==> config.mk <==
export PLATFORM = sky130hd
export DESIGN_NAME = dcr_alu_issue
export DESIGN_NICKNAME = d
export VERILOG_FILES = /design/src/rtl/dcr_alu_issue.sv
export SDC_FILE = /design/constraint.sdc
export NUM_CORES = 1
export LEC_CHECK = 0
export ABC_AREA = 1
export BUFFER_PORTS_ARGS = -buffer_cell sky130_fd_sc_hd__buf_2
export CORE_MARGIN = 5
export CORE_UTILIZATION = 45
export DETAILED_ROUTE_END_ITERATION = 12
export PLACE_DENSITY_LB_ADDON = 0.05
export SLEW_MARGIN = 20
export SYNTH_ARGS = -nofsm -noshare
export SYNTH_HDL_FRONTEND = slang
export SYNTH_SLANG_ARGS = --single-unit
==> constraint.sdc <==
create_clock -name clk -period 2.7 [get_ports clk]
set_input_delay 0.54 -clock clk [delete_from_list [all_inputs] [get_ports clk]]
set_output_delay 0.54 -clock clk [all_outputs]
set_load 0.005 [all_outputs]
==> src/rtl/dcr_alu_issue.sv <==
// Decode/issue stage feeding the ALU: MIPS word -> funct/x/y/rd, one-cycle latency.
// Output register backed by a one-entry skid; in_ready is !skid_valid, never combinational from out_ready.
module dcr_alu_issue (
  input  logic        clk,
  input  logic        reset,
  input  logic        flush,
  input  logic        in_valid,
  output logic        in_ready,
  input  logic [31:0] in_instr,
  output logic [4:0]  rs_addr,
  output logic [4:0]  rt_addr,
  input  logic [31:0] rs_data,
  input  logic [31:0] rt_data,
  output logic        out_valid,
  input  logic        out_ready,
  output logic [31:0] out_x,
  output logic [31:0] out_y,
  output logic [3:0]  out_funct,
  output logic [4:0]  out_rd,
  output logic        out_wb_en,
  output logic        out_illegal
);

  typedef struct packed {
    logic [31:0] x;
    logic [31:0] y;
    logic [3:0]  funct;
    logic [4:0]  rd;
    logic        wb_en;
    logic        illegal;
  } issue_t;

  issue_t dec;
  issue_t m_q, m_d, s_q, s_d;
  logic   m_vld_q, m_vld_d, s_vld_q, s_vld_d;
  logic   legal, accept, m_free;

  logic [5:0]  op, fn;
  logic [31:0] imm_se, imm_ze;

  assign rs_addr = in_instr[25:21];
  assign rt_addr = in_instr[20:16];
  assign op      = in_instr[31:26];
  assign fn      = in_instr[5:0];
  assign imm_se  = {{16{in_instr[15]}}, in_instr[15:0]};
  assign imm_ze  = {16'h0000, in_instr[15:0]};

  always_comb begin
    dec   = '0;
    legal = 1'b1;
    dec.x = rs_data;
    if (op == 6'h00) begin
      dec.rd = in_instr[15:11];
      dec.y  = rt_data;
      case (fn)
        6'h24: dec.funct = 4'h0;
        6'h25: dec.funct = 4'h1;
        6'h26: dec.funct = 4'h2;
        6'h27: dec.funct = 4'h3;
        6'h20: dec.funct = 4'h5;
        6'h21: dec.funct = 4'h4;
        6'h22: dec.funct = 4'h7;
        6'h23: dec.funct = 4'h6;
        6'h2A: dec.funct = 4'hB;
        6'h2B: dec.funct = 4'hA;
        // Shifts: x is the amount, y the value being shifted.
        6'h00: begin dec.funct = 4'hC; dec.x = {27'b0, in_instr[10:6]}; end
        6'h02: begin dec.funct = 4'hE; dec.x = {27'b0, in_instr[10:6]}; end
        6'h03: begin dec.funct = 4'hF; dec.x = {27'b0, in_instr[10:6]}; end
        6'h04: begin dec.funct = 4'hC; dec.x = {27'b0, rs_data[4:0]}; end
        6'h06: begin dec.funct = 4'hE; dec.x = {27'b0, rs_data[4:0]}; end
        6'h07: begin dec.funct = 4'hF; dec.x = {27'b0, rs_data[4:0]}; end
        default: legal = 1'b0;
      endcase
    end else begin
      dec.rd = in_instr[20:16];
      case (op)
        6'h08: begin dec.funct = 4'h5; dec.y = imm_se; end
        6'h09: begin dec.funct = 4'h4; dec.y = imm_se; end
        6'h0A: begin dec.funct = 4'hB; dec.y = imm_se; end
        6'h0B: begin dec.funct = 4'hA; dec.y = imm_se; end
        6'h0C: begin dec.funct = 4'h0; dec.y = imm_ze; end
        6'h0D: begin dec.funct = 4'h1; dec.y = imm_ze; end
        6'h0E: begin dec.funct = 4'h2; dec.y = imm_ze; end
        6'h0F: begin dec.funct = 4'hC; dec.x = 32'd16; dec.y = imm_ze; end
        default: legal = 1'b0;
      endcase
    end
    if (legal) begin
      dec.wb_en = 1'b1;
    end else begin
      dec         = '0;
      dec.illegal = 1'b1;
    end
  end

  assign in_ready = !s_vld_q && !reset;
  assign accept   = in_valid && in_ready;
  assign m_free   = !m_vld_q || out_ready;

  always_comb begin
    m_vld_d = m_vld_q;
    s_vld_d = s_vld_q;
    m_d     = m_q;
    s_d     = s_q;
    if (flush) begin
      m_vld_d = 1'b0;
      s_vld_d = 1'b0;
    end else if (m_free) begin
      if (s_vld_q) begin
        m_vld_d = 1'b1;
        m_d     = s_q;
        s_vld_d = accept;
        if (accept) s_d = dec;
      end else begin
        m_vld_d = accept;
        if (accept) m_d = dec;
      end
    end else if (accept) begin
      s_vld_d = 1'b1;
      s_d     = dec;
    end
  end

  always_ff @(posedge clk) begin
    if (reset) begin
      m_vld_q <= 1'b0;
      s_vld_q <= 1'b0;
      m_q     <= '0;
      s_q     <= '0;
    end else begin
      m_vld_q <= m_vld_d;
      s_vld_q <= s_vld_d;
      m_q     <= m_d;
      s_q     <= s_d;
    end
  end

  assign out_valid   = m_vld_q;
  assign out_x       = m_q.x;
  assign out_y       = m_q.y;
  assign out_funct   = m_q.funct;
  assign out_rd      = m_q.rd;
  assign out_wb_en   = m_q.wb_en;
  assign out_illegal = m_q.illegal;

endmodule
== Word level (Yosys, flattened, before mapping) ==
Index checks and enable logic that the tools add are counted.
Cells by class
  bitwise operators: 1
  reduce and logical (&&, ||, !) cells: 20
  mux-type cells: 20
  equality and inequality tests: 24
Operator list (count)
  75-bit 2-to-1 mux: 5
  36-bit case mux with 8 select lines: 1
  73-bit 2-to-1 mux: 2
  32-bit case mux with 2 select lines: 1
  6-bit equality test, second input constant: 10
  6-bit by 4-bit equality test with 1-bit output, second input constant: 8
  4-bit case mux with 12 select lines: 1
  32-bit 2-to-1 mux: 1
  6-bit by 3-bit equality test with 1-bit output, second input constant: 3
  16-bit OR reduction: 1
  6-bit by 2-bit equality test with 1-bit output, second input constant: 2
  6-bit logical NOT: 2
  1-bit 2-to-1 mux: 9
  2-bit OR reduction: 4
  8-bit OR reduction: 1
  3-bit OR reduction: 2
  2-bit nonzero test: 2
  1-bit logical NOT: 3
  3-bit AND reduction: 1
  1-bit logical AND: 2
  2-bit inequality test, second input constant: 1
  2-bit AND reduction: 1
  1-bit logical OR: 1
  1-bit inverter: 1
Word-level totals
  word-level logic and storage cells: 79
  output and inout port bits: 87
  bits in registers: 152
  bits of input ports: 101

== Longest topological paths before layout ==
Gate-level depths: netlist of the first run.
  depth after elaboration: 8
  gate-level depth with buffers: 12
  mapped depth without buffers: 10

== Worst setup path before layout of the first run ==
No wires, ideal clock.
  path type: in2reg
  start: in in_instr[27]
  end: reg s_q[40] (netlist bit)
  data arrival time: 1.723 ns
  cell stages on the path: 10
  setup slack: 0.855 ns
  required time: 2.578 ns
  cells stage by stage: nor2_1 -> nand3_2 -> nor2_2 -> nand4_2 -> nand2_2 -> inv_4 -> buf_6 -> buf_8 -> nand2_1 -> a21oi_2
On the way
  word-level cells in the longest chain between the ends: 8
  elaborated cells between the ends (all ways): 18
  those cells by class: eq/ne (8); mux (8); reduce/logical (2)
Ends and longest elaborated chain
  start: declaration: line 9  | input logic [31:0] in_instr,
  6-bit by 4-bit equality test with 1-bit output: line 77  | case (op)
  8-bit OR reduction (no source line)
  1-bit 2-to-1 mux: line 77
  1-bit 2-to-1 mux: line 52  | if (op == 6'h00) begin
  73-bit 2-to-1 mux (*): line 89  | if (legal) begin
  75-bit 2-to-1 mux (*): line 114, 119
  75-bit 2-to-1 mux: line 110  | if (s_vld_q) begin
  75-bit 2-to-1 mux (*): line 109  | end else if (m_free) begin
  end signal: assignment: line 130  | s_q <= '0;
  end signal: assignment: line 135  | s_q <= s_d;
  end: declaration: line 34  | issue_t m_q, m_d, s_q, s_d;
Every way passes the cells marked *; elsewhere a longest branch is shown, timed or not. The select of a mux whose other input is x is not followed.
A chain may end at the register's enable or synchronous reset.

== Worst setup path in the final report of the first run ==
  start: reg s_vld_q
  end: out in_ready
On the way
  word-level cells in the longest chain between the ends: 2
Ends and longest elaborated chain
  start: declaration: line 35  | logic m_vld_q, m_vld_d, s_vld_q, s_vld_d;
  start signal: assignment: line 133  | s_vld_q <= s_vld_d;
  1-bit logical NOT: line 97  | assign in_ready = !s_vld_q && !reset;
  1-bit logical AND: line 97
  end: declaration: line 8  | output logic in_ready,
No other way between the ends.

==> impl_metrics.env, run 1 <==
export IMPL_outcome="finished clean"
export IMPL_area_delta_synth_final_pct=20.2
export IMPL_dieArea_sq_um=19600
export IMPL_grt_max_degree=82
export IMPL_pre_cts_ws_ns=0.348
export IMPL_dr_pass1_iters=5
export IMPL_clkTransAtPathRegs_ns=0.06
export IMPL_dieHeight_microns=140
export IMPL_r2r_start="out_valid"
export IMPL_cts_resized_gates=0
export IMPL_fin_skew_ns=0.0148
export IMPL_port_buffer_count=177
export IMPL_p_per_area_nw_per_um2=561
export IMPL_drc=0
export IMPL_synth_top_family_by_area="compound AO/OA/AOI/OAI gates"
export IMPL_synth_compound_area_frac=0.264
export IMPL_final_hold_viol_count=0
export IMPL_ir_worst_vdd_uv=500
export IMPL_rsz0062_at_grt="no"
export IMPL_synthCells=1094
export IMPL_synthSimpleGateAreaFrac=0.245
export IMPL_grt_pass1_wl_microns=40600
export IMPL_ys_seq_area_frac=0.401
export IMPL_clkPwrFrac=0.443
export IMPL_fin_crit_ns=2.04
export IMPL_nNetsFinal=1308
export IMPL_max_slew_margin=0.527
export IMPL_critical_path_arrival_ns=1.50
export IMPL_ys_flop_type="dfxtp_1"
export IMPL_cts_setup_buffers=0
export IMPL_leakagePower_nw=4.08
export IMPL_cap_viol_max_count=0
export IMPL_synthMuxAreaShare=0
export IMPL_r2r_slack_ns=0.86
export IMPL_ant_nets=0
export IMPL_drive_above_1_share=0.227
export IMPL_synth_edf_count=0
export IMPL_ys_types=29
export IMPL_max_freq_mhz=490
export IMPL_gp_congestion=0.804
export IMPL_final_max_slew_viol_count=0
export IMPL_routed_via_density=5.56
export IMPL_tns_ns=0
export IMPL_clock_latency_ns=0.43
export IMPL_setup_worst_path_end_class="output port"
export IMPL_syn_area_per_cell_sq_um=6.94
export IMPL_crit_fanout=26
export IMPL_die_x_microns=140
export IMPL_hold_path_end="out_valid"
export IMPL_syn_cell_area_sq_um=7590
export IMPL_wl_microns=25000
export IMPL_p_int_mw=3.78
export IMPL_setup_viol=0
export IMPL_drt_iter0_drc=641
export IMPL_setup_ws_ns=0.660
export IMPL_clockBufferDepth=2
export IMPL_synthXorXnorAreaFrac=0
export IMPL_start_util=0.458
export IMPL_worstMarginPinSlew_ns=0.710
export IMPL_seqPwrFrac=0.456
export IMPL_antenna_found_initial=2
export IMPL_ys_warn_count=0
export IMPL_dpl_hpwl_microns=15500
export IMPL_synth_adder_area_share=0
export IMPL_grt_pass1_vias=7832
export IMPL_switching_share=0.262
export IMPL_gr_total_overflow=0
export IMPL_power_switching_mw=1.34
export IMPL_core_area_sq_um=16600
export IMPL_pin_count=188
export IMPL_htree_levels=4
export IMPL_min_from="flush"
export IMPL_cts_sinks=152
export IMPL_critPathRequiredTime_ns=2.16
export IMPL_p_comb_frac=0.101
export IMPL_power_mw=5.12
export IMPL_cts_buffers=17
export IMPL_rows=47
export IMPL_path_class="reg -> out"
export IMPL_num_vias=8024
export IMPL_holdBufCountCts=0
export IMPL_hold_depth=2
export IMPL_worst_setup_path_start_kind="flop"
export IMPL_detail_route_wl_per_cell_microns=17.4
export IMPL_min_period_over_period=0.756
export IMPL_r2r_end="s_q[38]"
export IMPL_holdCritPathClass="in -> reg"
export IMPL_track_usage=0.250
export IMPL_yosys_register_bits=152
export IMPL_cts_tree="done"
export IMPL_async_flop_share=0
export IMPL_syn_num_nets=1195
export IMPL_cts_root_buffer_cell="clkbuf_16"
export IMPL_r2r_cells=7
## cell type report
class / instances / area (sq um)
flip-flops and latches: 152 / 3050
repair buffers: 208 / 1190
well taps: 220 / 275
clock inverters: 12 / 120
clock buffers: 20 / 437
fillers: 1697 / 7460
multi-input cells: 785 / 3880
diodes: 2 / 5.00
inverters: 43 / 168
## cells in the mapped netlist (4+ instances only)
cell | number | area [sq um]
nand2_2 | 10 | 62.6
buf_4 | 10 | 75.1
a21oi_2 | 8 | 70.1
dfxtp_1 | 152 | 3040
nand2_1 | 187 | 702
inv_2 | 4 | 15.0
a21oi_1 | 216 | 1080
nor2_1 | 26 | 97.6
o21ai_0 | 165 | 826
inv_1 | 37 | 139
buf_2 | 29 | 145
nand4_1 | 72 | 450
nand3_1 | 85 | 425
clkbuf_1 | 72 | 270
## power by group through the flow
stage,Combinational (mW),Clock (mW),Sequential (mW)
floorplan,0.283,0,2.39
global placement,0.516,0,2.38
detailed placement,0.515,0,2.38
CTS,0.519,2.31,2.33
global route,0.578,2.39,2.34
finish,0.517,2.27,2.34
## cell usage in the layout, fill, tap and decap left out, types with 5 or more instances in the layout
master,synthesis,layout
nand4_1,72,72
clkbuf_16,0,17
nand2_2,10,10
buf_12,0,6
nor2_1,26,26
clkinvlp_4,0,5
buf_4,10,25
o21ai_0,165,165
nand2_1,187,187
nand3_1,85,85
dfxtp_1,152,151
a21oi_2,8,8
a21oi_1,216,216
inv_1,37,33
inv_2,4,6
buf_2,29,177
## stage by stage
stage          instances  utilization  hold slack, ns  area (sq um)
6_report            1442        0.550           0.353          9130
5_1_grt             1441        0.550           0.355          9130
4_1_cts             1440        0.550           0.334          9120
3_5_place_dp        1408        0.517           0.464          8570
3_3_place_gp        1408        0.517           0.463          8570
2_1_floorplan       1094            -           0.439          7590
## worst max-delay path: stages, from the launching register on
cell,delay [ns]
dfxtp_4,0.48
buf_4,0.36
nor2_1,0.09
buf_2,0.14
## cell families after synthesis
family | after synthesis
AND/OR/NAND/NOR | 393
AO/OA/AOI/OAI | 392
buffers and inverters | 157
flip-flops | 152
## state kept, by name, indices dropped and copies added (netlist names)
signal / flops
s_q: 75
out_x: 32
out_y: 32
out_rd: 5
out_funct: 4
out_illegal: 1
out_valid: 1
out_wb_en: 1
s_vld_q: 1
## per-layer routing
layer / wire length, microns / vias to the layer above / part of all wire / global-route usage
li1: - / 4028 / - / -
met5: 13 / - / 0.00052 / 0
met4: 319 / 2 / 0.013 / 0.0785
met3: 1660 / 27 / 0.066 / 0.0470
met1: 11400 / 3701 / 0.46 / 0.342
met2: 11600 / 266 / 0.46 / 0.401
## worst max-delay path by stage
stage,startpoint,to,depth (start not counted)
finish,s_vld_q,in_ready,3
CTS,s_vld_q,in_ready,3
detailed placement,in_instr[26],out_y[28],9
floorplan,in_instr[27],s_q[40],10
global placement,in_instr[26],out_y[28],9
global route,in_instr[27],out_y[20],9
No activity file was read; power rests on OpenSTA's default activity.
==> inputs of run 2 (changes only) <==
==> constraint.sdc (replaced) <==
create_clock -name clk -period 1.7 [get_ports clk]
set_input_delay 0.34 -clock clk [delete_from_list [all_inputs] [get_ports clk]]
set_output_delay 0.34 -clock clk [all_outputs]
set_load 0.005 [all_outputs]
==> run 2 against run 1 <==
  * Clock power increased by 85%
  * Setup slack worse by 0.61 ns
  * Final cell count increased by 2.7%
  * Critical path type unchanged
  * Largest power group is now the clock network
  * Highest routed layer unchanged
==> impl_metrics.env, run 2 (synthesis results as in run 1) <==
export IMPL_outcome="finished clean"
export IMPL_cp_depth=3
export IMPL_leakagePower_nw=4.43
export IMPL_p_int_mw=6.69
export IMPL_grt_pass1_wl_microns=40600
export IMPL_drt_iter0_drc=583
export IMPL_layout_commonest_cell="a21oi_1"
export IMPL_start_util=0.458
export IMPL_num_vias=8273
export IMPL_cts_buffers=17
export IMPL_ant_nets=0
export IMPL_fin_cells=1481
export IMPL_dpl_hpwl_microns=16700
export IMPL_dieArea_sq_um=19600
export IMPL_core_area_sq_um=16600
export IMPL_setup_worst_path_end_class="output port"
export IMPL_final_cell_mix="214 x a21oi_1, 187 x nand2_1, 177 x buf_2"
export IMPL_seqPwrFrac=0.420
export IMPL_area_delta_synth_final_pct=28.7
export IMPL_drive_above_1_share=0.256
export IMPL_slowest_stage="dfxtp_4"
export IMPL_setup_viol=0
export IMPL_path_class="reg -> out"
export IMPL_wl_microns=25800
export IMPL_fin_skew_ns=0.00782
export IMPL_min_period_over_period=0.973
export IMPL_gr_total_overflow=0
export IMPL_cp_top_family="flip-flops"
export IMPL_clkTransAtPathRegs_ns=0.06
export IMPL_p_per_area_nw_per_um2=903
export IMPL_detail_route_wl_per_cell_microns=17.4
export IMPL_cap_viol_max_count=0
export IMPL_cts_sinks=152
export IMPL_track_usage=0.251
export IMPL_fin_crit_ns=1.65
export IMPL_r2r_cells=8
export IMPL_grt_max_degree=57
export IMPL_crit_fanout=26
export IMPL_cp_cell_sequence="buf_6 > nor2_1 > buf_2"
export IMPL_ir_worst_vdd_uv=688
export IMPL_worstMarginPinSlew_ns=0.376
export IMPL_critPathRequiredTime_ns=1.36
export IMPL_setup_ws_ns=0.0453
export IMPL_hold_depth=2
export IMPL_largest_register="s_q"
export IMPL_clockBufferDepth=2
export IMPL_grt_pass1_vias=7781
export IMPL_port_buffer_count=177
export IMPL_switching_share=0.241
export IMPL_power_switching_mw=2.13
export IMPL_dieHeight_microns=140
export IMPL_routed_via_density=5.59
export IMPL_dr_pass1_iters=5
export IMPL_multiInputGateArea_sq_um=3890
export IMPL_holdCritPathClass="in -> reg"
export IMPL_tns_ns=0
export IMPL_die_x_microns=140
export IMPL_regArea_sq_um=3050
export IMPL_path_buf_inv=2
export IMPL_antenna_found_initial=1
export IMPL_fill_cells=1611
export IMPL_worst_setup_path_start_kind="flop"
export IMPL_place_inst=1447
export IMPL_clkPwrFrac=0.475
export IMPL_max_slew_margin=0.749
export IMPL_largest_register_ffs=75
export IMPL_cts_root_buffer_cell="clkbuf_16"
export IMPL_pin_count=188
export IMPL_rows=47
export IMPL_holdBufCountCts=0
export IMPL_hold_ws_ns=0.160
export IMPL_utilization=0.589
export IMPL_p_comb_frac=0.105
export IMPL_nNetsFinal=1350
export IMPL_cts_tree="done"
export IMPL_max_freq_mhz=604
export IMPL_final_max_slew_viol_count=0
export IMPL_pre_cts_ws_ns=-0.114
export IMPL_cpPeakStageDelay_ns=0.39
export IMPL_final_hold_viol_count=0
export IMPL_clock_latency_ns=0.42
export IMPL_gp_congestion=0.837
export IMPL_critical_path_arrival_ns=1.31
export IMPL_htree_levels=4
export IMPL_drc=0
[run 2: repair_timing]
action | CTS | global route
buffers inserted | 0 | 1
setup endpoints to repair | 1 | 33
resized for setup | 1 | 7
pin swaps | 0 | 1
gates cloned | 0 | 2
[run 2: worst paths after layout]
path,startpoint,to,slack (ns)
worst max-delay path,s_vld_q,in_ready,0.05
worst min-delay path,flush,s_vld_q,0.16
worst max register to register,s_vld_q,out_x[7],0.08
worst min register to register,s_q[0],s_q[0],0.47
[run 2: power by group through the flow]
stage / registers (mW) / clock network (mW) / logic [mW]
2_1_floorplan: 3.79 / 0 / 0.450
3_3_place_gp: 3.78 / 0 / 0.899
3_5_place_dp: 3.78 / 0 / 0.904
4_1_cts: 3.71 / 4.23 / 0.910
5_1_grt: 3.72 / 4.38 / 1.03
6_report: 3.71 / 4.19 / 0.928
[run 2: layer usage]
metal / GRT usage / wire, microns
met2: 0.388 / 11600
met3: 0.0559 / 1900
met1: 0.353 / 11900
met4: 0.0755 / 428
met5: 0 / 13
[run 2: cell type report]
cell class | instances | share of cell area
sequential | 152 | 0.312
antenna | 1 | 0.000256
multi-input combinational | 785 | 0.398
clock inverter | 11 | 0.0200
inverter | 43 | 0.0174
timing repair buffer | 250 | 0.179
tap | 220 | 0.0282
clock buffer | 19 | 0.0453
[run 2: stage by stage]
stage	instance area, sq um	power [mW]
detailed placement	9050	4.69
global placement	9050	4.68
CTS	9690	8.85
global route	9770	9.12
finish	9770	8.82
floorplan	7590	4.24
==> inputs of run 3 (changes only) <==
--- a/config.mk
+++ b/config.mk
@@ -6,9 +6,10 @@
 export NUM_CORES = 1
 export LEC_CHECK = 0
 export ABC_AREA = 1
-export BUFFER_PORTS_ARGS = -buffer_cell sky130_fd_sc_hd__buf_2
+export BUFFER_PORTS_ARGS = -buffer_cell sky130_fd_sc_hd__buf_4
 export CORE_MARGIN = 5
 export CORE_UTILIZATION = 45
+export CTS_CLUSTER_SIZE = 20
 export DETAILED_ROUTE_END_ITERATION = 12
 export PLACE_DENSITY_LB_ADDON = 0.05
 export SLEW_MARGIN = 20
==> run 3 against run 2 <==
  * Clock skew barely moved
  * Power fell by 3.8%
  * Clock power fell by 11%
  * First-iteration DRC count rose by 28%
  * Final cell count fell by 0.47%
  * Sequential power barely moved
  * Die area did not move
  * Non-clock buffer count fell by 6
  * Core utilization rose by 2.1 points
  * Global-route usage rose by 0.11 points
  * Count of clock-buffer cells in the layout rose by 4
  * Largest cell class unchanged
  * Largest power group unchanged
==> impl_metrics.env, run 3 (synthesis results as in run 1) <==
export IMPL_crit_fanout=19
export IMPL_leakagePower_nw=4.46
export IMPL_dr_pass1_iters=5
export IMPL_cp_top_family="buffers and inverters"
export IMPL_cp_cell_sequence="buf_6 > buf_12 > nor2_2 > buf_4"
export IMPL_pin_count=188
export IMPL_cts_buffers=17
export IMPL_ir_worst_vdd_uv=709
export IMPL_cts_sinks=152
export IMPL_clkTransAtPathRegs_ns=0.06
export IMPL_clockBufferDepth=2
export IMPL_utilization=0.610
export IMPL_holdCritPathClass="in -> reg"
export IMPL_max_freq_mhz=598
export IMPL_dpl_hpwl_microns=16700
export IMPL_worstMarginPinSlew_ns=0.590
export IMPL_ant_nets=0
export IMPL_antenna_found_initial=0
export IMPL_slowest_stage="dfxtp_4"
export IMPL_gp_congestion=0.865
export IMPL_cts_setup_buffers=0
export IMPL_worst_setup_path_start_kind="flop"
export IMPL_drt_iter0_drc=747
export IMPL_critical_path_arrival_ns=1.33
export IMPL_dieHeight_microns=140
export IMPL_layout_commonest_cell="buf_4"
export IMPL_fin_area_sq_um=10100
export IMPL_met1_length_microns=11300
export IMPL_start_util=0.458
export IMPL_fin_crit_ns=1.67
export IMPL_core_area_sq_um=16600
export IMPL_nNetsFinal=1344
export IMPL_track_usage=0.252
export IMPL_largest_register="s_q"
export IMPL_cpPeakStageDelay_ns=0.35
export IMPL_wl_microns=25100
export IMPL_clock_latency_ns=0.42
export IMPL_cts_tree="done"
export IMPL_final_cell_mix="218 x buf_4, 216 x a21oi_1, 187 x nand2_1"
export IMPL_num_vias=8208
export IMPL_fill_cells=1582
export IMPL_grt_pass1_wl_microns=40700
export IMPL_largest_register_ffs=75
export IMPL_min_period_over_period=0.983
export IMPL_p_per_area_nw_per_um2=839
export IMPL_outcome="finished clean"
export IMPL_die_x_microns=140
export IMPL_max_slew_margin=0.607
export IMPL_placed_area_sq_um=9500
export IMPL_area_delta_synth_final_pct=33.1
export IMPL_final_max_slew_viol_count=0
export IMPL_dieArea_sq_um=19600
export IMPL_grt_pass1_vias=7868
export IMPL_cap_viol_max_count=0
export IMPL_place_inst=1444
export IMPL_drive_above_1_share=0.250
export IMPL_fin_skew_ns=0.00739
export IMPL_wl_met3_microns=1960
export IMPL_setup_worst_path_end_class="output port"
export IMPL_setup_viol=0
export IMPL_htree_levels=4
export IMPL_multiInputGateArea_sq_um=3890
export IMPL_hold_ws_ns=0.122
export IMPL_routed_via_density=5.57
export IMPL_rsz0062_at_grt="yes"
export IMPL_top_layer_used="met4"
export IMPL_port_buffer_count=177
export IMPL_cts_root_buffer_cell="clkbuf_16"
export IMPL_fin_cells=1474
export IMPL_grt_max_degree=58
export IMPL_detail_route_wl_per_cell_microns=17.1
export IMPL_critPathRequiredTime_ns=1.36
export IMPL_dr_wl_met2_microns=11400
export IMPL_path_buf_inv=3
export IMPL_drc=0
export IMPL_path_class="reg -> out"
export IMPL_final_hold_viol_count=0
export IMPL_antenna_cells=0
export IMPL_regArea_sq_um=3050
export IMPL_rows=47
export IMPL_gr_total_overflow=0
[run 3: changes by cell type in the layout (fill, tap and decap cells not counted), moves of 3 or more]
cell | before | now
buf_2 | 177 | 0
buf_4 | 46 | 218
buf_12 | 21 | 25
buf_6 | 4 | 1
bufinv_16 | 5 | 2
[run 3: power by group]
| group | switching (mW) | internal, mW |
|---|---|---|
| Clock | 1.44 | 2.31 |
| Sequential | 0.0559 | 3.66 |
| Combinational | 0.522 | 0.497 |
[run 3: per-layer routing]
metal | track usage | vias to the layer above
met3 | 0.0511 | 30
met5 | 0 | -
met2 | 0.399 | 320
li1 | - | 4100
met4 | 0.0790 | 0
met1 | 0.348 | 3758
[run 3: layout make-up]
| cell class | instances | area share |
|---|---|---|
| Multi-Input combinational cell | 785 | 0.385 |
| Sequential cell | 152 | 0.301 |
| Timing Repair Buffer | 244 | 0.212 |
| Clock buffer | 23 | 0.0484 |
| Tap cell | 220 | 0.0272 |
| Inverter | 43 | 0.0166 |
| Clock inverter | 7 | 0.00916 |
[run 3: final timing paths]
| check | startpoint | end | slack, ns | depth (start not counted) |
|---|---|---|---|---|
| worst max register to register | s_vld_q | out_y[13] | 0.10 | 7 |
| worst min-delay path | flush | s_vld_q | 0.12 | 2 |
| worst max-delay path | s_vld_q | in_ready | 0.03 | 4 |
| worst min register to register | s_q[0] | s_q[0] | 0.48 | 2 |
[run 3: through the flow]
step	total power [mW]	setup WS, ns	setup TNS [ns]
finish	8.49	0.0290	0
global route	8.79	-0.0293	-0.120
global placement	4.80	-0.192	-18.55
CTS	8.53	0.0105	0
detailed placement	4.80	-0.178	-16.82
floorplan	4.24	0.0552	0
[run 3: what timing repair did]
action,CTS,global route
gates resized for setup,4,3
pin swaps,0,0
setup endpoints to repair,1,25
hold buffers,0,0
